### src/rtl/uart_rx.sv
// ---------------------------------------------------------------------------
// uart_rx
//   8N1 serial receiver with a 4-entry receive FIFO and sticky error flags.
//   The serial input is synchronized, a start bit is qualified at mid-bit,
//   eight data bits are shifted in LSB first and the stop bit is checked
//   before the byte is pushed.
//
// Parameters
//   BAUD_DIV     i_clk cycles per serial bit (4..65535)
//
// Ports
//   i_clk        clock, all state changes on the rising edge
//   i_reset      asynchronous, active-high reset
//   i_rx         serial line (asynchronous, idle high)
//   i_pop        consume the FIFO head byte this cycle
//   i_clr_err    clear o_overrun and o_frame_err
//   o_data       FIFO head byte, 8'h00 while the FIFO is empty
//   o_valid      FIFO non-empty
//   o_count      FIFO occupancy, 0..4
//   o_overrun    sticky: a received byte was dropped because the FIFO was full
//   o_frame_err  sticky: a stop bit was sampled low
// ---------------------------------------------------------------------------
module uart_rx #(
    parameter int unsigned BAUD_DIV = 217
) (
    input  logic       i_clk,
    input  logic       i_reset,
    input  logic       i_rx,
    input  logic       i_pop,
    input  logic       i_clr_err,
    output logic [7:0] o_data,
    output logic       o_valid,
    output logic [2:0] o_count,
    output logic       o_overrun,
    output logic       o_frame_err
);

    // r_cnt counts cycles since the last reference point (start detection or
    // previous sample); it reads 0 one cycle after that point, so a sample
    // "N cycles later" happens when r_cnt == N-1. Per-bit counting keeps the
    // counter within 16 bits for any legal BAUD_DIV.
    localparam logic [15:0] HALF_M1 = 16'(BAUD_DIV / 2 - 1);
    localparam logic [15:0] BIT_M1  = 16'(BAUD_DIV - 1);

    typedef enum logic [2:0] {
        S_IDLE,
        S_START,
        S_DATA,
        S_STOP,
        S_WAIT_HIGH
    } state_t;

    state_t      r_state;
    logic [15:0] r_cnt;
    logic [2:0]  r_bit_idx;
    logic [7:0]  r_shift;

    logic        r_rx_meta;
    logic        r_rx_sync;

    logic [7:0]  r_mem [4];
    logic [1:0]  r_wr_ptr;
    logic [1:0]  r_rd_ptr;
    logic [2:0]  r_count;
    logic        r_overrun;
    logic        r_frame_err;

    logic        w_rxs;
    logic        w_stop_sample;
    logic        w_push;
    logic        w_frame_bad;
    logic        w_pop;
    logic        w_full;
    logic        w_write;
    logic        w_drop;

    // -----------------------------------------------------------------------
    // Two-flop synchronizer; flops reset high so reset never looks like a
    // start bit.
    // -----------------------------------------------------------------------
    // NOTE: sequential state uses non-blocking assignments so every flop
    // samples pre-edge values regardless of statement order.
    always_ff @(posedge i_clk or posedge i_reset) begin
        if (i_reset) begin
            r_rx_meta <= 1'b1;
            r_rx_sync <= 1'b1;
        end else begin
            r_rx_meta <= i_rx;
            r_rx_sync <= r_rx_meta;
        end
    end

    assign w_rxs = r_rx_sync;

    // -----------------------------------------------------------------------
    // Decode of the stop-sample cycle and FIFO handshakes
    // -----------------------------------------------------------------------
    assign w_stop_sample = (r_state == S_STOP) && (r_cnt == BIT_M1);
    assign w_push        = w_stop_sample && w_rxs;
    assign w_frame_bad   = w_stop_sample && !w_rxs;
    assign w_pop         = i_pop && (r_count != 3'd0);
    assign w_full        = (r_count == 3'd4);
    // A pop in the same cycle frees the slot the push needs.
    assign w_write       = w_push && (!w_full || w_pop);
    assign w_drop        = w_push && w_full && !w_pop;

    // -----------------------------------------------------------------------
    // Receive FSM
    // -----------------------------------------------------------------------
    always_ff @(posedge i_clk or posedge i_reset) begin
        if (i_reset) begin
            r_state   <= S_IDLE;
            r_cnt     <= 16'd0;
            r_bit_idx <= 3'd0;
            r_shift   <= 8'h00;
        end else begin
            case (r_state)
                S_IDLE: begin
                    r_cnt <= 16'd0;
                    if (!w_rxs) begin
                        r_state <= S_START;
                    end
                end
                S_START: begin
                    if (r_cnt == HALF_M1) begin
                        r_cnt <= 16'd0;
                        if (w_rxs) begin
                            r_state <= S_IDLE;       // glitch, not a start bit
                        end else begin
                            r_state   <= S_DATA;
                            r_bit_idx <= 3'd0;
                        end
                    end else begin
                        r_cnt <= r_cnt + 16'd1;
                    end
                end
                S_DATA: begin
                    if (r_cnt == BIT_M1) begin
                        r_cnt   <= 16'd0;
                        r_shift <= {w_rxs, r_shift[7:1]};
                        if (r_bit_idx == 3'd7) begin
                            r_state <= S_STOP;
                        end else begin
                            r_bit_idx <= r_bit_idx + 3'd1;
                        end
                    end else begin
                        r_cnt <= r_cnt + 16'd1;
                    end
                end
                S_STOP: begin
                    if (r_cnt == BIT_M1) begin
                        r_cnt   <= 16'd0;
                        r_state <= w_rxs ? S_IDLE : S_WAIT_HIGH;
                    end else begin
                        r_cnt <= r_cnt + 16'd1;
                    end
                end
                S_WAIT_HIGH: begin
                    r_cnt <= 16'd0;
                    if (w_rxs) begin
                        r_state <= S_IDLE;
                    end
                end
                default: begin
                    r_state <= S_IDLE;
                    r_cnt   <= 16'd0;
                end
            endcase
        end
    end

    // -----------------------------------------------------------------------
    // FIFO pointers and occupancy
    // -----------------------------------------------------------------------
    always_ff @(posedge i_clk or posedge i_reset) begin
        if (i_reset) begin
            r_wr_ptr <= 2'd0;
            r_rd_ptr <= 2'd0;
            r_count  <= 3'd0;
        end else begin
            if (w_write) begin
                r_wr_ptr <= r_wr_ptr + 2'd1;
            end
            if (w_pop) begin
                r_rd_ptr <= r_rd_ptr + 2'd1;
            end
            case ({w_write, w_pop})
                2'b10:   r_count <= r_count + 3'd1;
                2'b01:   r_count <= r_count - 3'd1;
                default: r_count <= r_count;
            endcase
        end
    end

    // NOTE: storage has no reset; o_data is gated while empty, so stale
    // entries are never visible.
    always_ff @(posedge i_clk) begin
        if (w_write) begin
            r_mem[r_wr_ptr] <= r_shift;
        end
    end

    // -----------------------------------------------------------------------
    // Sticky error flags; a set event outranks a clear in the same cycle.
    // -----------------------------------------------------------------------
    always_ff @(posedge i_clk or posedge i_reset) begin
        if (i_reset) begin
            r_overrun   <= 1'b0;
            r_frame_err <= 1'b0;
        end else begin
            if (w_drop) begin
                r_overrun <= 1'b1;
            end else if (i_clr_err) begin
                r_overrun <= 1'b0;
            end
            if (w_frame_bad) begin
                r_frame_err <= 1'b1;
            end else if (i_clr_err) begin
                r_frame_err <= 1'b0;
            end
        end
    end

    assign o_valid     = (r_count != 3'd0);
    assign o_data      = o_valid ? r_mem[r_rd_ptr] : 8'h00;
    assign o_count     = r_count;
    assign o_overrun   = r_overrun;
    assign o_frame_err = r_frame_err;

endmodule

### config.mk
export PLATFORM = sky130hd
export DESIGN_NAME = uart_rx
export DESIGN_NICKNAME = d
export VERILOG_FILES = /design/src/rtl/uart_rx.sv
export SDC_FILE = /design/constraint.sdc
export NUM_CORES = 1
export LEC_CHECK = 0
export BUFFER_PORTS_ARGS = -buffer_cell sky130_fd_sc_hd__buf_2
export CAP_MARGIN = 0
export CORE_MARGIN = 2
export CORE_UTILIZATION = 50
export DETAILED_ROUTE_END_ITERATION = 10
export GPL_TIMING_DRIVEN = 1
export PLACE_DENSITY_LB_ADDON = 0.2
export SETUP_SLACK_MARGIN = 0.3
export SLEW_MARGIN = 20
export SYNTH_ARGS = -nofsm -noshare
export SYNTH_HDL_FRONTEND = slang
export SYNTH_SLANG_ARGS = --single-unit
export TNS_END_PERCENT = 50
### constraint.sdc
create_clock -name i_clk -period 3.6 [get_ports i_clk]
set_clock_uncertainty 0.2 [all_clocks]
set_input_delay 0.36 -clock i_clk [delete_from_list [all_inputs] [get_ports i_clk]]
set_output_delay 0.36 -clock i_clk [all_outputs]
set_load 0.02 [all_outputs]
Word level (Yosys, flattened, before mapping) --
Memories as Yosys holds them, arrays and structs flattened. Index checks and enable logic that the tools add are counted. W data, S select, Z words.
Storage, ports and cells: output and inout port bits 14, bits of input ports 5, memories kept 1, flip-flop bits (word level) 41, bits in writable memories 32, logic and storage cells 81
Operators by class: reduce and logical (&&, ||, !) cells 21, add/subtract/negate cells 6, eq/ne operators 18, mux-type cells 24
Memory list:
- r_mem | depth 4, bits a word 8, rd ports 1, clocked after Yosys merged registers in 0, wr ports 1, line 61 | logic [7:0] r_mem [4];
Operators with widths (number):
- $mux W3 | 11
- $mux W16 | 2
- $pmux W16 S2 | 1
- $add A16 B1 Y16 const B | 1
- $eq A16 B7 Y1 const B | 1
- $eq A16 B8 Y1 const B | 1
- $pmux W3 S5 | 1
- $ne A2 B2 Y1 const B | 7
- $pmux W3 S2 | 2
- $eq A3 B3 Y1 const B | 3
- $mux W8 | 1
- $reduce_bool A2 Y1 | 4
- $logic_and A1 B1 Y1 | 7
- $add A3 B1 Y3 const B | 2
- $eq A3 B2 Y1 const B | 2
- $reduce_and A6 Y1 | 1
- $mux W1 | 5
- $reduce_and A5 Y1 | 1
- $add A2 B1 Y2 const B | 2
- $eq A3 B1 Y1 const B | 1
- $logic_not A1 Y1 | 3
- $logic_not A3 Y1 | 1
- $reduce_bool A3 Y1 | 1
- $sub A3 B1 Y3 const B | 1
- other kinds (7) | 7

Longest topological paths before layout --
word-level depth 6, gate-level depth with buffers 11

Worst setup path before layout --
Ideal clock, no wire load.
path kind register to register, start register r_count[2], in the netlist o_count[2], end register r_count[2], in the netlist o_count[2], setup time 126 ps, stages on the path, launching flop included 9, period minus slack after synthesis 2663 ps, required time 3274 ps, arrival 2336 ps, setup slack 937 ps, cell sequence dfrtp_1 or3_1 clkbuf_1 nand2_1 nor2_1 fa_1 nand2b_1 o211a_1 a311o_1
On the way: longest elaborated chain between the ends 6, elaborated cells on any way between the ends 12, those cells by class add/sub (2); eq/ne (3); mux (1); reduce/logical (6)
Ends and longest elaborated chain:
- start, declared | line 64 | logic [2:0] r_count;
- start signal, assigned | line 188 | 2'b10: r_count <= r_count + 3'd1;
- start signal, assigned | line 189 | 2'b01: r_count <= r_count - 3'd1;
- start signal, assigned | line 190 | default: r_count <= r_count;
- $reduce_bool A3 Y1 (*)
- net o_valid | line 32 | output logic o_valid,
- $logic_and A1 B1 Y1 (*) | line 101 | assign w_pop = i_pop && (r_count != 3'd0);
- $logic_or A1 B1 Y1 | line 104 | assign w_write = w_push && (!w_full || w_pop);
- $logic_and A1 B1 Y1 | line 104
- $eq A2 B1 Y1 / $eq A2 B2 Y1 (equally long branches) | line 187 | case ({w_write, w_pop})
- $pmux W3 S2 / $reduce_bool A2 Y1 (equally long branches)
The timed path passes the listed nets; every way through them passes the cells marked *. A chain may end at the register's enable or synchronous reset.

Worst setup path in the final report --
start register r_cnt[0], end register r_count[2], in the netlist o_count[2]
On the way: longest elaborated chain between the ends 6, elaborated cells on any way between the ends 8, those cells by class eq/ne (3); mux (1); reduce/logical (4)
Ends and longest elaborated chain:
- start, declared | line 54 | logic [15:0] r_cnt;
- start signal, assigned | line 134 | r_cnt <= r_cnt + 16'd1;
- start signal, assigned | line 147 | r_cnt <= r_cnt + 16'd1;
- start signal, assigned | line 155 | r_cnt <= r_cnt + 16'd1;
- $eq A16 B8 Y1 (*) | line 98 | assign w_stop_sample = (r_state == S_STOP) && (r_cnt == BIT_M1);
- $logic_and A1 B1 Y1 (*) | line 98
- $logic_and A1 B1 Y1 (*) | line 99 | assign w_push = w_stop_sample && w_rxs;
- $logic_and A1 B1 Y1 (*) | line 104
- $eq A2 B1 Y1 / $eq A2 B2 Y1 (equally long branches) | line 187
- $pmux W3 S2 / $reduce_bool A2 Y1 (equally long branches)
Mark *: on every way between the ends. The rest lies on a longest branch, timed or not.

==> metrics.md <==
| Metric | Value |
|---|---|
| Number of flops mapped to enable cells by yosys | 32 |
| Area Overhead vs Synth | 11.2% |
| Fin crit share | 0.766 |
| Hold path endpoint | r_rx_sync |
| Gr usage total | 0.166 |
| H-tree depth | 3 |
| Util after Layout | 0.566 |
| Mean Syn Cell Area | between 10 and 15 sq um |
| Worst EP arrival | around 2800 ps |
| Outcome | finished, final reports clean |
| PD cells | just under 500 mW/mm^2 |
| Iteration-0 DRC count of the detailed router | 100 |
| Cells after DPL | ~340 |
| Final Power | roughly 1.9 mW |
| Starting Density | 0.509 |
| Final WL | between 5000 and 6000 microns |
| Share of post-route cells with drive strength above 1 | 0.223 |
| Via density | 5.45 |
| Vias | 1,972 |
| Worst setup SP type | flop |
| Netlist cell types | 53 |
| Synth warn | 0 |
| Final nets | a little under 300 |
| Ant. Diodes | 0 |
| Critical Path RT | 3640 ps |
| Largest net degree at the start of global routing | 42 |
| Remaining global-route overflow | 0 |
| Asr flop ratio synth | 0.562 |
| Part of the Yosys area used for sequential elements | 0.581 |
| CTS Root Cell | clkbuf_8 |
| Cts repair resizes | 0 |
| Fin cells | about 360 |
| Critical path type | flop to flop |
| Clock Path Buffers | 2 |
| Slew HR | 0.598 |
| Hold_sp | r_rx_meta |
| Port bufs | 18 |
| Hold slack final | about 160 ps |
| Pre-CTS WS | around 850 ps |
| Cells after Synth | 253 |
| RR Startpoint | r_cnt[0] |
| Hold crit path type | flop to flop |
| Global placer's final weighted congestion | around 0.77 |
| Crit Path Max Fanout | 8 |
| Num CTS Buffers | 9 |
| Final min period | 2760 ps |
| Setup ws final | ~840 ps |
| Max VDD drop | slightly above 200 uV |
| Fillers | around 550 |
| Mapped cell area | ~0.0034 sq mm |
| Die X | 86.7 microns |
| Clk sinks | 73 |
| Reg-to-reg setup timing slack | 840 ps |
| Dominant synthesized flop cell | dfrtp_1 |
| Drt first pass iters | 4 |
| Hold Path Cell Cnt | 0 |
| Post-route cell area | ~0.0038 sq mm |
| Dpl cell area | ~0.0036 sq mm |
| RR Endpoint | o_count[2] |
| Static Leak | 1.71 nW |
| Antenna violations before repair | 0 |
| FP Rows | 30 |
| TritonCTS clock tree | done |
| HPWL after detailed placement | ~3700 microns |
| Max cap viols | 0 |
| Slew @ Worst Pin | between 600 and 700 ps |
| Fin. Hold Viols | 0 |
| Setup TNS | 0 ps |
| Final Slew Violations | 0 |
| Number of global-route vias before repair | 1,934 |
| # IOs | 19 |
| RSZ-0062 raised after global routing | false |
| Core area | 0.00672 sq mm |
| Drc violations | 0 |
| Final setup vio count | 0 |
| Antenna Nets Post-Route | 0 |
| Post-Synthesis Net Count | approximately 270 |
| Die Y | approximately 87 microns |
| R2r worst-path depth | 11 |
| Clk pin slew, worst setup/hold paths | 80 ps |
| Worst-Skew Late Latency | between 300 and 400 ps |
| Fmax | around 0.36 GHz |
| First-pass GRT wire length | 9330 microns |
| Die area | around 0.0075 sq mm |
| DR WL/cell | 15.5 microns |
| Synthesis-stage register bit count | between 70 and 80 |
| Worst setup EP type | flop |
## flip-flops by register name (all words and copies together) (netlist names)
name / flops
o_count: 3
o_frame_err: 1
o_overrun: 1
r_bit_idx: 3
r_cnt: 16
r_mem: 32
r_rd_ptr: 2
r_rx_meta: 1
r_rx_sync: 1
r_shift: 8
r_state: 3
r_wr_ptr: 2
## cells by family (layout without fill, tap and decap cells)
logic type      count (synthesis)  in the layout  share of synthesized area
fa+ha+maj                       9              9                     0.0351
compound gates                 23             23                     0.0516
xor+xnor                       19             19                     0.0486
simple gates                   91             91                      0.165
mux                            17             17                     0.0910
flops                          73             73                      0.581
buf+inv                        21             50                     0.0278
## per-layer routing
layer,part of all wire,up-vias,track usage
li1,-,968,-
met1,0.47,975,0.217
met2,0.48,21,0.266
met3,0.025,8,0.0429
met4,0.015,0,0.0639
met5,0,-,0
## synth_stat cells, types with 2 or more instances
| cell | count | area share |
|---|---|---|
| a21oi_1 | 3 | 0.0044 |
| a22o_1 | 2 | 0.0051 |
| and2_1 | 15 | 0.027 |
| and3_1 | 3 | 0.0055 |
| and3b_1 | 2 | 0.0051 |
| buf_2 | 3 | 0.0044 |
| clkbuf_1 | 3 | 0.0033 |
| dfrtp_1 | 39 | 0.29 |
| dfstp_2 | 2 | 0.015 |
| edfxtp_1 | 32 | 0.28 |
| ha_1 | 8 | 0.029 |
| inv_1 | 12 | 0.013 |
| mux2_4 | 8 | 0.035 |
| mux4_2 | 8 | 0.053 |
| nand2_1 | 11 | 0.012 |
| nand3_1 | 9 | 0.013 |
| nand4_1 | 4 | 0.0073 |
| nor2_1 | 23 | 0.025 |
| nor2_4 | 2 | 0.0066 |
| nor2b_1 | 4 | 0.0073 |
| nor4b_4 | 2 | 0.014 |
| nor4bb_1 | 2 | 0.0059 |
| o211ai_1 | 4 | 0.0088 |
| o21ai_0 | 3 | 0.0044 |
| o22ai_1 | 2 | 0.0037 |
| or3_1 | 3 | 0.0055 |
| xnor2_1 | 8 | 0.020 |
| xor2_1 | 11 | 0.028 |
## cell usage in the layout (no fill, tap or decap), types with 2 or more instances in the layout
cell	n
xnor2_1	8
nand2_1	11
o211ai_1	4
mux2_4	8
edfxtp_1	32
nor4bb_1	2
or3_1	3
nor2_1	23
dfstp_2	2
clkbuf_8	9
xor2_1	11
and3b_1	2
nor2_4	2
nor4b_4	2
ha_1	8
mux4_2	8
dfrtp_1	39
buf_2	18
and2_1	15
o22ai_1	2
o21ai_0	3
a22o_1	2
nand3_1	9
inv_1	11
dlygate4sd3_1	3
and3_1	3
a21oi_1	3
clkinv_4	5
nand4_1	4
nor2b_1	4
## final cells by class
| cell class | count | area [sq um] | share of cell area |
|---|---|---|---|
| clock buffer | 9 | 124 | 0.0326 |
| clock inverter | 7 | 81.3 | 0.0214 |
| inverter | 12 | 45.0 | 0.0118 |
| multi-input combinational | 159 | 1340 | 0.352 |
| sequential | 73 | 1990 | 0.523 |
| tap | 80 | 100 | 0.0263 |
| timing repair buffer | 22 | 128 | 0.0335 |
## how the worst max path moves through the flow
stage	from	end
finish	r_cnt[0]	o_count[2]
global route	r_cnt[8]	o_count[1]
floorplan	o_count[2]	o_count[2]
global placement	r_cnt[8]	o_count[2]
CTS	r_cnt[0]	o_count[1]
detailed placement	r_cnt[0]	o_count[2]
## repair_timing
action | in CTS | in global routing
buffers inserted | 0 | 0
endpoints found under the setup margin | 0 | 0
hold buffers | 3 | 0
hold endpoints to repair | 41 | 0
## where the power goes
part / switching [mW] / total (mW) / internal (mW) / leakage, nW
registers: 0.0825 / 0.972 / 0.890 / 0.916
logic: 0.121 / 0.236 / 0.115 / 0.692
clock network: 0.319 / 0.644 / 0.325 / 0.0996
## critical path, stage by stage (launching register included)
cell      delay [ps]
dfrtp_1          420
inv_1             70
ha_1             130
and4b_1          280
nand4_4          180
nor2_4           230
nor2_1            90
fa_1             390
nor2b_1          160
nand4b_1          90
o41ai_1           70
a311o_1          330
Note: power is estimated with default switching activity, not from simulation.
